**src/rtl/mc_ctrl.sv**
```systemverilog
// mc_ctrl: main control FSM sequencing the multi-cycle MIPS datapath.
// Define MC_CTRL_TRAP_EN for a sticky TRAP state and the Trap output.
module mc_ctrl #(
   parameter logic FETCH_ADDR_SEL = 1'b0
) (
   input  logic       CLK,
   input  logic       RST,
   input  logic [5:0] Opcode,
   input  logic [5:0] Funct,
   input  logic       BrTaken,
   input  logic       MemReady,
   output logic       PCWrite,
   output logic [1:0] PCSrc,
   output logic       IRWrite,
   output logic       IorD,
   output logic       MemRead,
   output logic       MemWrite,
   output logic       RegWrite,
   output logic [1:0] RegDst,
   output logic [1:0] MemToReg,
   output logic       ALUSrcA,
   output logic [1:0] ALUSrcB,
   output logic [1:0] ALUOp,
   output logic [2:0] State,
   output logic       InsDone
`ifdef MC_CTRL_TRAP_EN
   ,
   output logic       Trap
`endif
);

   localparam logic [2:0] S_FETCH  = 3'd0;
   localparam logic [2:0] S_DECODE = 3'd1;
   localparam logic [2:0] S_EXEC   = 3'd2;
   localparam logic [2:0] S_MEM    = 3'd3;
   localparam logic [2:0] S_WB     = 3'd4;
   localparam logic [2:0] S_BRANCH = 3'd5;
   localparam logic [2:0] S_JUMP   = 3'd6;
`ifdef MC_CTRL_TRAP_EN
   localparam logic [2:0] S_TRAP   = 3'd7;
`endif

   logic [2:0] r_state;
   logic [2:0] w_next;

   logic w_rform, w_jr, w_j, w_jal, w_br;
   logic w_ialu, w_lw, w_sw, w_ldst;
   logic w_exec, w_jump, w_nop;

   assign w_rform = (Opcode == 6'h00);
   assign w_jr    = w_rform && (Funct == 6'h08);
   assign w_j     = (Opcode == 6'h02);
   assign w_jal   = (Opcode == 6'h03);
   assign w_br    = (Opcode == 6'h04) || (Opcode == 6'h05)
                 || (Opcode == 6'h07);
   assign w_ialu  = (Opcode[5:3] == 3'b001);
   assign w_lw    = (Opcode == 6'h23);
   assign w_sw    = (Opcode == 6'h2B);
   assign w_ldst  = w_lw || w_sw;
   assign w_exec  = (w_rform && !w_jr) || w_ialu || w_ldst;
   assign w_jump  = w_j || w_jal || w_jr;

`ifdef MC_CTRL_TRAP_EN
   logic w_fn_ok, w_known;
   assign w_fn_ok = (Funct inside {6'h00, 6'h02, 6'h03, 6'h04,
                    6'h06, 6'h07, 6'h08, 6'h20, 6'h21, 6'h22,
                    6'h23, 6'h24, 6'h25, 6'h26, 6'h27, 6'h2A,
                    6'h2B});
   assign w_known = w_rform ? w_fn_ok
                  : (w_jump || w_br || w_ialu || w_ldst);
   assign w_nop   = 1'b0;
   assign Trap    = !RST && (r_state == S_TRAP);
`else
   assign w_nop   = !(w_jump || w_br || w_exec);
`endif

   always_ff @(posedge CLK) begin
      if (RST) r_state <= S_FETCH;
      else     r_state <= w_next;
   end

   always_comb begin
      w_next = S_FETCH;
      case (r_state)
         S_FETCH:  w_next = MemReady ? S_DECODE : S_FETCH;
         S_DECODE: begin
            if (w_jump)      w_next = S_JUMP;
            else if (w_br)   w_next = S_BRANCH;
            else if (w_exec) w_next = S_EXEC;
`ifdef MC_CTRL_TRAP_EN
            if (!w_known)    w_next = S_TRAP;
`endif
         end
         S_EXEC:   w_next = w_ldst ? S_MEM : S_WB;
         S_MEM: begin
            if (!MemReady)   w_next = S_MEM;
            else if (w_lw)   w_next = S_WB;
            else             w_next = S_FETCH;
         end
`ifdef MC_CTRL_TRAP_EN
         S_TRAP:   w_next = S_TRAP;
`endif
         default:  w_next = S_FETCH;
      endcase
   end

   always_comb begin
      PCWrite  = 1'b0;
      PCSrc    = 2'd0;
      IRWrite  = 1'b0;
      IorD     = 1'b0;
      MemRead  = 1'b0;
      MemWrite = 1'b0;
      RegWrite = 1'b0;
      RegDst   = 2'd0;
      MemToReg = 2'd0;
      ALUSrcA  = 1'b0;
      ALUSrcB  = 2'd0;
      ALUOp    = 2'd0;
      InsDone  = 1'b0;
      State    = RST ? S_FETCH : r_state;
      // Reset gates every control output, whatever state is held.
      if (!RST) begin
         case (r_state)
            S_FETCH: begin
               IorD    = FETCH_ADDR_SEL;
               MemRead = 1'b1;
               ALUSrcB = 2'd1;
               IRWrite = MemReady;
               PCWrite = MemReady;
            end
            S_DECODE: begin
               ALUSrcB = 2'd3;
               InsDone = w_nop;
            end
            S_EXEC: begin
               ALUSrcA = 1'b1;
               if (w_ialu) begin
                  ALUSrcB = 2'd2;
                  ALUOp   = 2'd3;
               end else if (w_ldst) begin
                  ALUSrcB = 2'd2;
               end else begin
                  ALUOp   = 2'd2;
               end
            end
            S_MEM: begin
               IorD     = ~FETCH_ADDR_SEL;
               MemRead  = w_lw;
               MemWrite = !w_lw;
               InsDone  = !w_lw && MemReady;
            end
            S_WB: begin
               RegWrite = 1'b1;
               InsDone  = 1'b1;
               RegDst   = w_rform ? 2'd1 : 2'd0;
               MemToReg = w_lw ? 2'd1 : 2'd0;
            end
            S_BRANCH: begin
               ALUSrcA = 1'b1;
               ALUOp   = 2'd1;
               PCSrc   = 2'd1;
               PCWrite = BrTaken;
               InsDone = 1'b1;
            end
            S_JUMP: begin
               PCSrc   = w_jr ? 2'd3 : 2'd2;
               PCWrite = 1'b1;
               InsDone = 1'b1;
               if (w_jal) begin
                  RegWrite = 1'b1;
                  RegDst   = 2'd2;
                  MemToReg = 2'd2;
               end
            end
            default: ;
         endcase
      end
   end

endmodule

```
**config.mk**
```make
export PLATFORM = sky130hd
export DESIGN_NAME = mc_ctrl
export DESIGN_NICKNAME = d
export VERILOG_FILES = /design/src/rtl/mc_ctrl.sv
export SDC_FILE = /design/constraint.sdc
export NUM_CORES = 1
export LEC_CHECK = 0
export ABC_AREA = 1
export BUFFER_PORTS_ARGS = -buffer_cell sky130_fd_sc_hd__buf_4
export CORE_AREA = 3 3 43 45
export DETAILED_ROUTE_END_ITERATION = 10
export DIE_AREA = 0 0 46 48
export PLACE_DENSITY = 0.77
export RECOVER_POWER = 50
export SLEW_MARGIN = 20
export SYNTH_ARGS = -nofsm -noshare
export SYNTH_HDL_FRONTEND = slang
export SYNTH_SLANG_ARGS = --single-unit
```
**constraint.sdc**
```tcl
create_clock -name CLK -period 1 [get_ports CLK]
set_input_delay 0.15 -clock CLK [delete_from_list [all_inputs] [get_ports CLK]]
set_output_delay 0.15 -clock CLK [all_outputs]
set_load 0.005 [all_outputs]
```
==> impl_metrics.ini <==
[placed_design]
globalplace.congestion = 0.849
placed_cell_area_um2 = 998
dp_hpwl_mm = 1.61
io_buffers = 36

[floorplan]
initial_core_util = 0.362
die_x_um = 46
die_h_um = 48
dieArea_mm2 = 0.00221
ios = 37
core_mm2 = 0.00151
num_rows = 14

[power]
leakagePower_nw = 0.626
power_density_mw_per_mm2 = 531
vdd_drop_max_mv = 0.662

[worst_setup_path]
cpPeakStageDelay_ns = 0.37
startpoint = r_state[1]$_SDFF_PP0_
crit_required_ns = 0.85
cp_max_fo = 4
crit_chain = nor2_4, nand2_2, nor2_4, inv_2, a31o_1, inv_1, buf_4
path_common_cell = nor2_4
startpoint_type = flip-flop
rr_startpoint = r_state[1]$_SDFF_PP0_
cp_slowest_cell = dfxtp_4
critical_path_class = flip-flop to output pin
crit_arrival_ns = 1.40
endpoint_kind = output pin

[logic_synthesis]
synth_warnings = 0
netlist_instances = 108
yosysUniqueCellTypes = 18
synth_nets = 124
avgSynthCellArea_um2 = 5.05
yosys_register_bits = 3
netlist_area_um2 = 546
synth-seq-area-share = 0.110

[clock_tree]
cts_root_buffer = clkbuf_4
cts.sinks = 3
clk_latency_ns = 0.23
cts_hold_buf = 0
htreeDepth = 1
cts_tree = yes
cts_inserted_buffers = 3
clockBufferDepth = 2
clk_pin_slew_ns = 0.04

[grt]
grt_pass1_wl_mm = 3.66
track_usage = 0.223
grt_max_degree = 12
grt-ovfl-total = 0
grt_pass1_vias = 880
antenna_found_initial = 0

[timing]
max_freq_ghz = 0.646
maxSlewHeadroom = 0.801
drv_slew = 0
setup_violations = 24
hold_viol_final = 0
min_period_ns = 1.55
skew_ns = 0.000347
final.period_utilization = 1.55
rsz0062_at_grt = true
fin_ws_ns = -0.548
worstMarginPinSlew_ns = 0.299

[route]
routedWlPerCell_um = 15.1
viasPerCell = 5.20
antenna_left = 0
vias = 977
dr.pass1.iters = 6
wl_mm = 2.83
drc = 0
drt-initial-drc-count = 30

[finish]
area_delta_synth_final_pct = 128
fillers = 96
final_util = 0.826
nets = 189
antenna_cells = 0
top_regs = r_state x3
fin_area_mm2 = 0.00124
drive_gt1_frac = 0.680
regMostFlops = r_state
largest_register_ffs = 3

[job]
drv_cap = 0

[outcome]
status = complete, but fails checks
violations = setup timing

[worst_hold_path]
hp-start = RST
hold_path_class = primary input to flip-flop
==> Yosys cell counts <==
cell      number  area share
a31o_1         1       0.016
buf_4          1       0.014
nand2_2        3       0.034
nand2_1       22        0.15
o31ai_1        1       0.014
a21boi_1       1       0.014
dfxtp_1        3        0.11
nor2_4         1       0.021
nor2_2         8       0.092
nor3_1         2       0.018
inv_2          7       0.048
nand3_4        1       0.032
nor2_1        24        0.17
inv_1         13       0.089
clkbuf_1       1      0.0069
a21oi_1       11        0.10
nand3_1        7       0.064
buf_2          1      0.0092
==> report_power, final <==
| part | leakage (nW) | switching (mW) | internal (mW) |
|---|---|---|---|
| combinational | 0.585 | 0.149 | 0.155 |
| clock | 0.0150 | 0.0734 | 0.150 |
| sequential | 0.0267 | 0.0133 | 0.119 |
| total | 0.626 | 0.235 | 0.425 |
==> through the flow <==
stage | total power, mW | hold WS, ns | worst slack [ns] | std cells | TNS [ns]
5_1_grt | 0.691 | 0.416 | -0.598 | 188 | -9.56
3_3_place_gp | 0.357 | 0.550 | -0.296 | 177 | -2.98
6_report | 0.660 | 0.403 | -0.548 | 188 | -8.51
2_1_floorplan | 0.223 | 0.339 | -0.0663 | 108 | -0.237
4_1_cts | 0.609 | 0.352 | -0.462 | 187 | -7.19
3_5_place_dp | 0.363 | 0.556 | -0.303 | 177 | -3.30
==> cells by family (layout without fill, tap and decap cells) <==
logic type	count (synthesis)	in the layout	share of synthesized area
AOI/OAI and AO/OA	14	14	0.145
buffers and inverters	23	87	0.167
and+or+nand+nor	68	68	0.578
DFF	3	3	0.110
==> cells in the final DEF, fill, tap and decap left out, types with 5 or more instances in the layout <==
cell type,netlist,final
buf_6,0,7
nand2_1,22,15
buf_4,1,56
a21oi_2,0,7
nor2_2,8,9
nand2_2,3,7
nor2_4,1,10
inv_1,13,12
inv_2,7,5
nor2_1,24,14
nand3_1,7,6
==> path summary, 6_finish.rpt <==
check                                        endpoint  slack [ns]  cells after the start
worst min-delay path            r_state[0]$_SDFF_PP0_        0.40                      3
worst min register to register  r_state[2]$_SDFF_PP0_        0.81                      5
worst max-delay path                          PCWrite       -0.55                      7
worst max register to register  r_state[0]$_SDFF_PP0_       -0.18                      7
==> metal layers <==
metal	vias to the layer above	wire (µm)	GRT usage
li1	459	-	-
met1	448	954	0.232
met2	61	1580	0.467
met3	9	221	0.0263
met4	0	71	0.0455
met5	-	0	0
==> critical path: cells and delay by family, from the launching register on <==
| kind | cells | cell delay [ns] |
|---|---|---|
| simple gates | 3 | 0.39 |
| flops | 1 | 0.37 |
| buf+inv | 3 | 0.23 |
| compound gates | 1 | 0.18 |
==> what timing repair did <==
item	CTS	global route
pin swaps	18	14
buffers inserted	6	3
resized for setup	28	20
endpoints found under the setup margin	23	24
==> layout make-up <==
class	instances	area [µm²]	share of cell area
Multi-Input combinational cell	82	544	0.438
Timing Repair Buffer	63	499	0.401
Inverter	20	82.6	0.0664
Sequential cell	3	71.3	0.0573
Clock buffer	4	26.3	0.0211
Tap cell	16	20.0	0.0161
Note: power is estimated with default switching activity, not from simulation.
